===== src/rtl/hack_pkg.sv =====
// Shared definitions for the multi-cycle Hack CPU controller: FSM states,
// instruction-word field positions and the decoded C-instruction view.
package hack_pkg;

    // Controller sequencing states.
    typedef enum logic [2:0] {
        ST_FETCH  = 3'd0,
        ST_DECODE = 3'd1,
        ST_MREAD  = 3'd2,
        ST_EXEC   = 3'd3,
        ST_MWRITE = 3'd4
    } state_e;

    // Instruction word layout.
    localparam int ISA_C_BIT = 15;
    localparam int A_BIT     = 12;
    localparam int CTL_MSB   = 11;
    localparam int CTL_LSB   = 6;
    localparam int DEST_A    = 5;
    localparam int DEST_D    = 4;
    localparam int DEST_M    = 3;
    localparam int J_LT      = 2;
    localparam int J_EQ      = 1;
    localparam int J_GT      = 0;

    // Decoded view of the instruction register.
    typedef struct packed {
        logic       is_c;
        logic       a;
        logic [5:0] ctl;
        logic       dest_a;
        logic       dest_d;
        logic       dest_m;
        logic [2:0] jmp;
    } c_fields_t;

    // Sequential program counter step; wraps 16'hFFFF to 16'h0000.
    function automatic logic [15:0] pc_next(input logic [15:0] pc);
        return pc + 16'd1;
    endfunction

endpackage


===== src/rtl/hack_jump_eval.sv =====
// Jump condition evaluation from the three jump bits and the ALU flags.
module hack_jump_eval
    import hack_pkg::*;
(
    input  logic [2:0] j_bits,
    input  logic       zr,
    input  logic       ng,
    output logic       jmp
);

    // "Greater than zero" means neither negative nor zero.
    always_comb begin
        jmp = (j_bits[J_LT] & ng) |
              (j_bits[J_EQ] & zr) |
              (j_bits[J_GT] & ~ng & ~zr);
    end

endmodule


===== src/rtl/hack_cpu_ctrl.sv =====
// Multi-cycle Hack CPU controller. Owns A, D and PC, sequences
// fetch / optional M read / execute / optional M write, and drives an
// external Hack ALU with operands and control bits.
module hack_cpu_ctrl
    import hack_pkg::*;
#(
    parameter logic [15:0] RESET_PC = 16'h0000
) (
    input  logic        clk,
    input  logic        rst_n,
    output logic        instr_req,
    output logic [15:0] instr_addr,
    input  logic [15:0] instr_rdata,
    input  logic        instr_ack,
    output logic        mem_req,
    output logic        mem_we,
    output logic [15:0] mem_addr,
    output logic [15:0] mem_wdata,
    input  logic [15:0] mem_rdata,
    input  logic        mem_ack,
    output logic [15:0] alu_x,
    output logic [15:0] alu_y,
    output logic        alu_zx,
    output logic        alu_nx,
    output logic        alu_zy,
    output logic        alu_ny,
    output logic        alu_f,
    output logic        alu_no,
    input  logic [15:0] alu_out,
    input  logic        alu_zr,
    input  logic        alu_ng,
    output logic [15:0] pc_out
);

    state_e      state_q, state_d;
    logic [15:0] pc_q, pc_d;
    logic [15:0] a_q, a_d;
    logic [15:0] d_q, d_d;
    logic [15:0] ir_q, ir_d;
    logic [15:0] mdr_q, mdr_d;
    logic [15:0] res_q, res_d;
    logic        jmp_q, jmp_d;

    c_fields_t   ir_f_s;
    logic        jmp_s;
    logic [15:0] pc_inc_s;
    logic [15:0] commit_res_s;
    logic        commit_jmp_s;
    logic [15:0] a_commit_s;
    logic [15:0] d_commit_s;
    logic [15:0] pc_commit_s;
    logic        instr_req_s;
    logic        mem_req_s;
    logic        mem_we_s;

    // Split the instruction register into its C-instruction fields.
    always_comb begin
        ir_f_s.is_c   = ir_q[ISA_C_BIT];
        ir_f_s.a      = ir_q[A_BIT];
        ir_f_s.ctl    = ir_q[CTL_MSB:CTL_LSB];
        ir_f_s.dest_a = ir_q[DEST_A];
        ir_f_s.dest_d = ir_q[DEST_D];
        ir_f_s.dest_m = ir_q[DEST_M];
        ir_f_s.jmp    = ir_q[J_LT:J_GT];
    end

    hack_jump_eval u_jump_eval (
        .j_bits (ir_f_s.jmp),
        .zr     (alu_zr),
        .ng     (alu_ng),
        .jmp    (jmp_s)
    );

    // Writeback values: EXEC commits straight from the ALU, MWRITE commits
    // the result and jump decision captured in EXEC. The jump target is the
    // A value from before this instruction's own update.
    always_comb begin
        pc_inc_s = pc_next(pc_q);
        if (state_q == ST_MWRITE) begin
            commit_res_s = res_q;
            commit_jmp_s = jmp_q;
        end else begin
            commit_res_s = alu_out;
            commit_jmp_s = jmp_s;
        end
        if (ir_f_s.dest_a) begin
            a_commit_s = commit_res_s;
        end else begin
            a_commit_s = a_q;
        end
        if (ir_f_s.dest_d) begin
            d_commit_s = commit_res_s;
        end else begin
            d_commit_s = d_q;
        end
        if (commit_jmp_s) begin
            pc_commit_s = a_q;
        end else begin
            pc_commit_s = pc_inc_s;
        end
    end

    // Next-state and register update logic for the fetch/read/exec/write sequence.
    always_comb begin
        state_d     = state_q;
        pc_d        = pc_q;
        a_d         = a_q;
        d_d         = d_q;
        ir_d        = ir_q;
        mdr_d       = mdr_q;
        res_d       = res_q;
        jmp_d       = jmp_q;
        instr_req_s = 1'b0;
        mem_req_s   = 1'b0;
        mem_we_s    = 1'b0;
        case (state_q)
            ST_FETCH: begin
                instr_req_s = 1'b1;
                if (instr_ack) begin
                    ir_d    = instr_rdata;
                    state_d = ST_DECODE;
                end else begin
                    state_d = ST_FETCH;
                end
            end
            ST_DECODE: begin
                if (!ir_f_s.is_c) begin
                    a_d     = ir_q;
                    pc_d    = pc_inc_s;
                    state_d = ST_FETCH;
                end else if (ir_f_s.a) begin
                    state_d = ST_MREAD;
                end else begin
                    state_d = ST_EXEC;
                end
            end
            ST_MREAD: begin
                mem_req_s = 1'b1;
                if (mem_ack) begin
                    mdr_d   = mem_rdata;
                    state_d = ST_EXEC;
                end else begin
                    state_d = ST_MREAD;
                end
            end
            ST_EXEC: begin
                res_d = alu_out;
                if (!ir_f_s.dest_m) begin
                    a_d     = a_commit_s;
                    d_d     = d_commit_s;
                    pc_d    = pc_commit_s;
                    state_d = ST_FETCH;
                end else begin
                    jmp_d   = jmp_s;
                    state_d = ST_MWRITE;
                end
            end
            ST_MWRITE: begin
                mem_req_s = 1'b1;
                mem_we_s  = 1'b1;
                if (mem_ack) begin
                    a_d     = a_commit_s;
                    d_d     = d_commit_s;
                    pc_d    = pc_commit_s;
                    state_d = ST_FETCH;
                end else begin
                    state_d = ST_MWRITE;
                end
            end
            default: begin
                state_d = ST_FETCH;
            end
        endcase
    end

    // Architectural and pipeline registers; reset discards any partial instruction.
    always_ff @(posedge clk or negedge rst_n) begin
        if (!rst_n) begin
            state_q <= ST_FETCH;
            pc_q    <= RESET_PC;
            a_q     <= 16'h0000;
            d_q     <= 16'h0000;
            ir_q    <= 16'h0000;
            mdr_q   <= 16'h0000;
            res_q   <= 16'h0000;
            jmp_q   <= 1'b0;
        end else begin
            state_q <= state_d;
            pc_q    <= pc_d;
            a_q     <= a_d;
            d_q     <= d_d;
            ir_q    <= ir_d;
            mdr_q   <= mdr_d;
            res_q   <= res_d;
            jmp_q   <= jmp_d;
        end
    end

    // The state register resets to FETCH, so the fetch request is also
    // qualified by rst_n to keep it low while reset is held.
    assign instr_req  = instr_req_s & rst_n;
    assign instr_addr = pc_q;
    assign mem_req    = mem_req_s;
    assign mem_we     = mem_we_s;
    assign mem_addr   = a_q;
    assign mem_wdata  = res_q;
    assign pc_out     = pc_q;

    // ALU operands and controls come from registers in every state.
    assign alu_x  = d_q;
    assign alu_y  = ir_f_s.a ? mdr_q : a_q;
    assign alu_zx = ir_f_s.ctl[5];
    assign alu_nx = ir_f_s.ctl[4];
    assign alu_zy = ir_f_s.ctl[3];
    assign alu_ny = ir_f_s.ctl[2];
    assign alu_f  = ir_f_s.ctl[1];
    assign alu_no = ir_f_s.ctl[0];

endmodule


===== config.mk =====
export PLATFORM = sky130hd
export DESIGN_NAME = hack_cpu_ctrl
export DESIGN_NICKNAME = d
export VERILOG_FILES = /design/src/rtl/hack_pkg.sv /design/src/rtl/hack_jump_eval.sv /design/src/rtl/hack_cpu_ctrl.sv
export SDC_FILE = /design/constraint.sdc
export NUM_CORES = 1
export LEC_CHECK = 0
export CAP_MARGIN = 20
export CORE_MARGIN = 2
export CORE_UTILIZATION = 30
export DETAILED_ROUTE_END_ITERATION = 10
export SLEW_MARGIN = 20
export SYNTH_ARGS = -nofsm -noshare
export SYNTH_HDL_FRONTEND = slang
export SYNTH_HIERARCHICAL = 1
export SYNTH_SLANG_ARGS = --single-unit

===== constraint.sdc =====
create_clock -name clk -period 3.68 [get_ports clk]
set_input_delay 0.552 -clock clk [delete_from_list [all_inputs] [get_ports clk]]
set_output_delay 0.552 -clock clk [all_outputs]
set_load 0.02 [all_outputs]

==> results of run 1 <==
==> layout make-up <==
cell class	count	area [um2]	area share (%)
Multi-Input combinational cell	313	2230	31.7
Inverter	6	35.0	0.498
Clock inverter	5	106	1.51
Tap cell	220	275	3.91
Sequential cell	100	2500	35.6
Clock buffer	11	243	3.45
Timing Repair Buffer	166	1640	23.3
==> worst max-delay path, delay by kind of cell (launching register included) <==
| family | cells | cell delay (ps) |
|---|---|---|
| and+or+nand+nor | 1 | 720 |
| buffers and inverters | 2 | 910 |
| DFF | 1 | 600 |
==> where the power goes <==
part | internal, W | switching [W]
combinational | 0.00186 | 0.00175
sequential | 0.00164 | 0.000613
clock | 0.000686 | 0.000420
==> cell usage after synthesis, drive strengths merged, types with 2 or more instances <==
library cell,instances
nor3,2
a22oi,3
dfrtp,100
buf,32
and2,3
mux2i,17
a32o,2
mux2,65
nand3,27
a21oi,11
nor4bb,3
and3,4
nand2,76
o21ai,39
nand4,7
clkbuf,16
inv,6
o22a,5
a211oi,3
nor2b,2
a2bb2oi,3
a31oi,2
o22ai,4
and4,4
nor2,8
o2bb2a,2
==> state kept, by name, summed over array words and instances (netlist names) <==
name        flops
mem_wdata      16
jmp_q           1
instr_addr     16
mdr_q          16
state_q         3
mem_addr       16
ir_q           16
alu_x          16
==> metrics by stage <==
stage          setup slack [ps]  cell area (um2)  cells  hold slack, ps
4_1_cts                     509             7030    821             183
5_1_grt                     428             7030    821             211
3_5_place_dp                695             6680    805             475
6_report                    525             7030    821             169
2_1_floorplan              1730             5020    467             256
3_3_place_gp                782             6680    805             462
==> layer usage <==
metal / vias to the layer above / share of wire (%)
li1: 1915 / -
met1: 1969 / 45
met2: 143 / 46
met3: 17 / 8.0
met4: 0 / 1.6
met5: - / 0
==> worst paths after layout <==
| path | endpoint | cells past startpoint |
|---|---|---|
| setup / recovery | mem_we | 3 |
| hold / removal | mdr_q[0]$_DFFE_PN0P_ | 1 |
| setup reg to reg | mem_addr[0]$_DFFE_PN0P_ | 4 |
| hold reg to reg | alu_x[2]$_DFFE_PN0P_ | 2 |
| max in group asynchronous | alu_x[10]$_DFFE_PN0P_ | 2 |
| min in group clk | alu_x[2]$_DFFE_PN0P_ | 2 |
==> logic make-up (layout without fill, tap and decap cells) <==
kind of cell	Yosys count	count (layout)	share of synthesized area, %
AOI/OAI and AO/OA	84	84	10.7
and+or+nand+nor	145	145	14.1
adders and majority gates	1	1	0.249
muxes	82	82	18.7
DFF	100	100	49.9
xor gates and xnor gates	1	1	0.175
buffers and inverters	54	188	6.16
==> results.cfg, run 1 <==
[yosys]
syn-instance-count = 467
synth.area.top_cells = dfrtp_1, mux2_2, nand2_1
yosysSeqAreaShare_pct = 49.9
yosysUniqueCellTypes = 53
syn_area_per_cell_um2 = 10.7
synth_top_area_share_pct = 49.9
yosysWarnings = 6
yosys.area.top_type = dfrtp_1
synth-seq-cells = 100
synth_edf_count = 0
ys_async_sr_fraction_pct = 100
synth_flop_cell = dfrtp_1
syn_area_um2 = 5020
synthesis.nets = 522

[critical_path]
worstPathMaxFanout = 19
path_class = flop to output pin
reg2reg_slack_ps = 1060
crit_chain = or3b_1 > inv_12 > clkdlybuf4s50_1
start_kind = flop
cpPeakStageDelay_ps = 720
reg2reg_from = state_q[2]$_DFF_PN0_
startpoint = state_q[2]$_DFF_PN0_
endpoint_kind = output pin
cp_data_arrival_time_ps = 2600
slowest_stage = or3b_1
critPathRequiredTime_ps = 3130

[global_route]
met3_usage_pct = 4.79
grtUsageTotal_pct = 16.0
antenna_found_initial = 0
busiest_layer = met2
grt.met2_usage_pct = 24.5
overflow = 0
grt_pass1_wl_mm = 22.0
grt_pass1_vias = 3995
gr-usage-met1_pct = 21.8
grt_max_degree = 64

[clocking]
clockBufferDepth = 2
clkLatencyLatePin_ps = 350
htree_levels = 3
cts_tree = built
post_cts_buffers = 0
root_buffer = clkbuf_16
clkTransAtPathRegs_ps = 60
clkSinkCount = 100
holdBufCountCts = 0
numCtsBuffers = 9
cts_resized = 0

[timing]
fin_crit_sh_pct = 85.7
relSlewSlack_pct = 44.2
setup_tns_ps = 0
slew_viol_final = 0
finalHoldViolCount = 0
skew_ps = 6.90
fmax_mhz = 317
final.min_clock_period_ps = 3160
rsz0062_at_grt = no
setup_viol = 0
tightest_slew_ps = 838

[die]
rows = 47
initial_core_util_pct = 30.5
io_pins = 159
fp.dieH_um = 133
core_um2 = 16500
die_w_um = 133
dieArea_um2 = 17800

[placement]
io_buffers = 158
dp_hpwl_mm = 10.5
gp_congestion = 0.882

[route]
firstDrtPassIters = 4
via_per_inst = 4.93
vias = 4044
antenna_left = 0
drtIter0Drc = 411
wl_mm = 14.0
drc = 0
drt-wirelength-per-cell_um = 17.1

[layout]
n_fill_cell = 1552
syn2layout_area_growth_pct = 40.2
layout_common_cells = clkdlybuf4s50_1, dfrtp_1, nand2_1
layout.cells.most_common = clkdlybuf4s50_1
layout-drive-gt1-share_pct = 15.8
diodes = 0
utilization_pct = 42.7
layout.nets = 651

[min_path]
holdCritPathClass = input port to asynchronous set/reset pin

[power_and_ir_drop]
finalPower_w = 0.00697
leakagePower_nw = 2.89
p_per_area_nw_per_um2 = 991
ir_drop_v = 0.000389

[status]
status = finished clean

[flow_run]
drv_cap = 0
No activity file was read; power rests on OpenSTA's default activity.
==> inputs of run 2 (changes only) <==
Settings changed: PLACE_DENSITY set to 0.57.
==> run 2 against run 1 <==
Net effect: cell count down 0.12%; clock power down 8%; power down 1.3%; non-clock buffer count down 1; sequential power about the same; wire length up 1.7%; die area unchanged; flip-flop and latch count unchanged; utilization down 0.24 points; via count up 0.40%; register-to-register slack worse by 50 ps; count of clock-buffer cells in the layout down 2.
==> results.cfg, run 2 (synthesis results as in run 1) <==
[placement]
gp_congestion = 0.845
dp_cells = 804
dp_hpwl_mm = 10.4
io_buffers = 158

[timing]
slew_viol_final = 0
tightest_slew_ps = 866
setup_tns_ps = 0
setup_viol = 0
final.min_clock_period_ps = 3150
skew_ps = 5.23
finalHoldViolCount = 0
fin_crit_sh_pct = 85.6
relSlewSlack_pct = 42.3
fmax_mhz = 317
rsz0062_at_grt = no

[critical_path]
worstPathMaxFanout = 19
endpoint_kind = output pin
start_kind = flop
critPathRequiredTime_ps = 3130
cp_data_arrival_time_ps = 2600
path_class = flop to output pin

[clocking]
numCtsBuffers = 9
clockBufferDepth = 2
cts_tree = built
holdBufCountCts = 0
post_cts_buffers = 0
clkTransAtPathRegs_ps = 70
clkSinkCount = 100
cts_resized = 0
root_buffer = clkbuf_16
htree_levels = 3
clkLatencyLatePin_ps = 350

[layout]
stdcell_count = 820
n_fill_cell = 1584
layout.cells.most_common = clkdlybuf4s50_1
layout_common_cells = clkdlybuf4s50_1, dfrtp_1, nand2_1
diodes = 0
syn2layout_area_growth_pct = 39.4
layout.nets = 650
layout-drive-gt1-share_pct = 15.8

[route]
drt-wirelength-per-cell_um = 17.4
antenna_left = 0
via_per_inst = 4.95
firstDrtPassIters = 4
vias = 4060
drc = 0
wl_mm = 14.3
drtIter0Drc = 302

[power_and_ir_drop]
p_per_area_nw_per_um2 = 984
leakagePower_nw = 2.88
ir_drop_v = 0.000384

[global_route]
grt_pass1_wl_mm = 22.8
grtUsageTotal_pct = 16.4
overflow = 0
grt_pass1_vias = 4011
grt_max_degree = 67
antenna_found_initial = 0

[die]
dieArea_um2 = 17800
io_pins = 159
core_um2 = 16500
fp.dieH_um = 133
die_w_um = 133
initial_core_util_pct = 30.5
rows = 47

[min_path]
holdCritPathClass = input port to asynchronous set/reset pin

[status]
status = finished clean

[flow_run]
drv_cap = 0
-- run 2: changes by cell type in the layout (fill, tap and decap cells not counted), sizes merged --
cell | previous run | this run
clkinv | 0 | 4
clkbuf | 11 | 9
buf | 9 | 8
bufinv | 3 | 2
inv | 7 | 6
-- run 2: worst max-delay path, cell delays in order, from the launching register on --
cell             delay, ps
dfrtp_1                580
or3b_1                 740
inv_12                 280
clkdlybuf4s50_1        630
-- run 2: routing by layer --
metal	global-route usage, %	up-vias	routed length (um)
li1	-	1906	-
met1	22.9	1976	6660
met2	24.9	161	6370
met3	4.30	17	1030
met4	5.32	0	211
met5	0	-	0
-- run 2: through the flow --
step | cell area [um2] | total power (W) | util (%) | hold slack (ps) | setup WS (ps)
floorplan | 5020 | 0.00430 | - | 256 | 1730
global placement | 6670 | 0.00582 | 40.5 | 462 | 724
detailed placement | 6670 | 0.00590 | 40.5 | 477 | 611
CTS | 6990 | 0.00695 | 42.4 | 166 | 511
global route | 6990 | 0.00731 | 42.5 | 185 | 415
finish | 6990 | 0.00688 | 42.5 | 157 | 529
-- run 2: path summary, 6_finish.rpt --
kind,startpoint,endpoint,slack [ps],depth (start not counted)
max,state_q[2]$_DFF_PN0_,mem_we,530,3
min,rst_n,mdr_q[1]$_DFFE_PN0P_,160,1
max reg2reg,state_q[0]$_DFF_PN0_,mem_addr[1]$_DFFE_PN0P_,1010,5
min reg2reg,alu_x[13]$_DFFE_PN0P_,alu_x[13]$_DFFE_PN0P_,490,2
max in group asynchronous,rst_n,mem_wdata[11]$_DFFE_PN0N_,2310,2
min in group clk,alu_x[13]$_DFFE_PN0P_,alu_x[13]$_DFFE_PN0P_,490,2
-- run 2: area by class of cell --
| type | count | area (um2) | share of cell area, % |
|---|---|---|---|
| Inverter | 6 | 35.0 | 0.501 |
| Clock inverter | 7 | 91.3 | 1.31 |
| Tap cell | 220 | 275 | 3.94 |
| Sequential cell | 100 | 2500 | 35.8 |
| Timing Repair Buffer | 165 | 1630 | 23.3 |
| Multi-Input combinational cell | 313 | 2230 | 31.9 |
| Clock buffer | 9 | 225 | 3.22 |
-- run 2: report_power, final --
group          switching, W  internal, W
combinational       0.00174      0.00185
clock              0.000431     0.000594
sequential         0.000628      0.00164
==> inputs of run 3 (changes only) <==
Settings changed: ABC_AREA set to 1, PLACE_DENSITY 0.57 to 0.56, TNS_END_PERCENT set to 1.
==> run 3 against run 2 <==
Net effect: cell count is 23% higher; wire length is 10% higher; register-to-register slack better by 290 ps; non-clock buffer count is 4 lower; highest routed layer unchanged.
==> results.cfg, run 3 <==
[clocking]
root_buffer = clkbuf_16
clockBufferDepth = 2
clkLatencyLatePin_ps = 360
clkTransAtPathRegs_ps = 70
htree_levels = 3
numCtsBuffers = 9
holdBufCountCts = 0
cts_tree = built
clkSinkCount = 100
cts_resized = 0
post_cts_buffers = 0

[timing]
relSlewSlack_pct = 45.4
skew_ps = 10.6
finalWorstSetupSlack_ps = 916
fin_crit_sh_pct = 75.1
rsz0062_at_grt = no
finalHoldViolCount = 0
final.min_clock_period_ps = 2760
setup_tns_ps = 0
setup_viol = 0
fmax_mhz = 362
tightest_slew_ps = 813
slew_viol_final = 0

[die]
initial_core_util_pct = 30.6
rows = 48
die_w_um = 137
io_pins = 159
dieArea_um2 = 18700
fp.dieH_um = 137
core_um2 = 17300

[yosys]
yosysSeqAreaShare_pct = 47.3
yosysUniqueCellTypes = 30
synth_top_area_share_pct = 47.3
synthesis.nets = 705
syn_area_per_cell_um2 = 8.14
ys_async_sr_fraction_pct = 100
yosysMostFrequentCell = nand2_1
synth_flop_cell = dfrtp_1
synth_commonest_cells = nand2_1, dfrtp_1, o21ai_0
synth.area.top_cells = dfrtp_1, nand2_1, o21ai_0
synth_edf_count = 0
syn-instance-count = 650
yosysWarnings = 6
syn_area_um2 = 5290
synth-seq-cells = 100
yosys.area.top_type = dfrtp_1

[route]
wl_mm = 15.7
firstDrtPassIters = 5
met2WireLength_mm = 7.31
drtIter0Drc = 276
antenna_left = 0
dr_wl_met3_mm = 1.04
vias = 4560
drt-wirelength-per-cell_um = 15.6
drc = 0
top_layer = met4
via_per_inst = 4.52
m1WireLength_mm = 7.19

[layout]
layout.nets = 835
layout.cells.most_common = nand2_1
layout_common_cells = nand2_1, clkdlybuf4s50_1, dfrtp_1
layout-drive-gt1-share_pct = 8.16
syn2layout_area_growth_pct = 36.5
diodes = 0

[flow_run]
drv_cap = 0

[power_and_ir_drop]
p_per_area_nw_per_um2 = 935
combPwrFrac_pct = 53.2
p_int_w = 0.00382
pwr-share-clk_pct = 15.7
seq_power_share_pct = 31.1
leakagePower_nw = 3.40
ir_drop_v = 0.000433
p_switching_w = 0.00293
netSwitchingFraction_pct = 43.4
finalPower_w = 0.00675

[critical_path]
reg2reg_slack_ps = 1300
r2r_cells = 8
endpoint_kind = output pin
path_class = flop to output pin
start_kind = flop
critPathRequiredTime_ps = 3130
cp_data_arrival_time_ps = 2210
worstPathMaxFanout = 21
worstReg2RegEnd = mem_addr[15]$_DFFE_PN0P_
reg2reg_from = state_q[0]$_DFF_PN0_

[placement]
pre_cts_ws_ps = 1170
dp_hpwl_mm = 11.5
io_buffers = 158
gp_congestion = 0.827

[min_path]
holdCritPathClass = input port to asynchronous set/reset pin

[global_route]
antenna_found_initial = 0
grt_pass1_wl_mm = 24.3
grt_pass1_vias = 4353
grt_max_degree = 54
grtUsageTotal_pct = 17.4
overflow = 0

[status]
status = finished clean
[run 3: cell count changes after synthesis, sizes merged, moves of 9 or more]
cell,previous run,this run
a21oi,11,2
clkbuf,16,7
inv,6,57
mux2,65,30
mux2i,17,0
nand2,76,246
nand3,27,59
nor2,8,27
o21ai,39,68
[run 3: through the flow]
stage | hold WS (ps) | util (%) | instance area (um2) | instances
floorplan | 256 | - | 5290 | 650
detailed placement | 478 | 39.9 | 6900 | 994
global route | 390 | 41.7 | 7220 | 1009
global placement | 475 | 39.9 | 6900 | 994
finish | 324 | 41.7 | 7220 | 1009
CTS | 357 | 41.7 | 7220 | 1009
[run 3: power by group through the flow]
stage	clock, W	combinational [W]	sequential (W)
5_1_grt	0.00112	0.00394	0.00219
6_report	0.00106	0.00359	0.00210
2_1_floorplan	0	0.00186	0.00237
4_1_cts	0.00109	0.00363	0.00212
3_5_place_dp	0	0.00361	0.00213
3_3_place_gp	0	0.00359	0.00213
[run 3: layer usage]
metal	global-route usage [%]	vias up
met1	23.1	2102
met5	0	-
met3	5.00	10
li1	-	2319
met4	4.58	0
met2	27.8	129
[run 3: worst max-delay path, stage by stage (launching register included)]
cell             delay, ps
dfrtp_1                710
buf_4                  280
nand2_1                 70
o21ai_0                120
clkdlybuf4s50_1        670
[run 3: worst max path at each step]
stage / startpoint / endpoint / slack, ps / cells after the start
after floorplan: ir_q[12]$_DFFE_PN0P_ / alu_y[10] / 2070 / 2
after global placement: alu_ng / instr_addr[3]$_DFFE_PN0P_ / 1190 / 10
after detailed placement: mem_ack / mem_addr[15]$_DFFE_PN0P_ / 1170 / 7
after CTS: ir_q[12]$_DFFE_PN0P_ / alu_y[0] / 890 / 4
after global routing: ir_q[12]$_DFFE_PN0P_ / alu_y[3] / 740 / 4
final: ir_q[12]$_DFFE_PN0P_ / alu_y[3] / 920 / 4
[run 3: cell families (layout without fill, tap and decap cells)]
group | count (synthesis) | after routing | synth area share [%]
AOI/OAI and AO/OA | 71 | 71 | 6.76
xor gates and xnor gates | 5 | 5 | 0.828
adders and majority gates | 1 | 1 | 0.236
buffers and inverters | 99 | 233 | 9.32
DFF | 100 | 100 | 47.3
muxes | 30 | 30 | 7.02
and+or+nand+nor | 344 | 344 | 28.5
[run 3: layout make-up]
cell class | instances | area [um2]
Fill cell | 1795 | 10100
Inverter | 57 | 214
Clock buffer | 11 | 253
Clock inverter | 4 | 72.6
Timing Repair Buffer | 161 | 1600
Sequential cell | 100 | 2500
Tap cell | 225 | 282
Multi-Input combinational cell | 451 | 2300
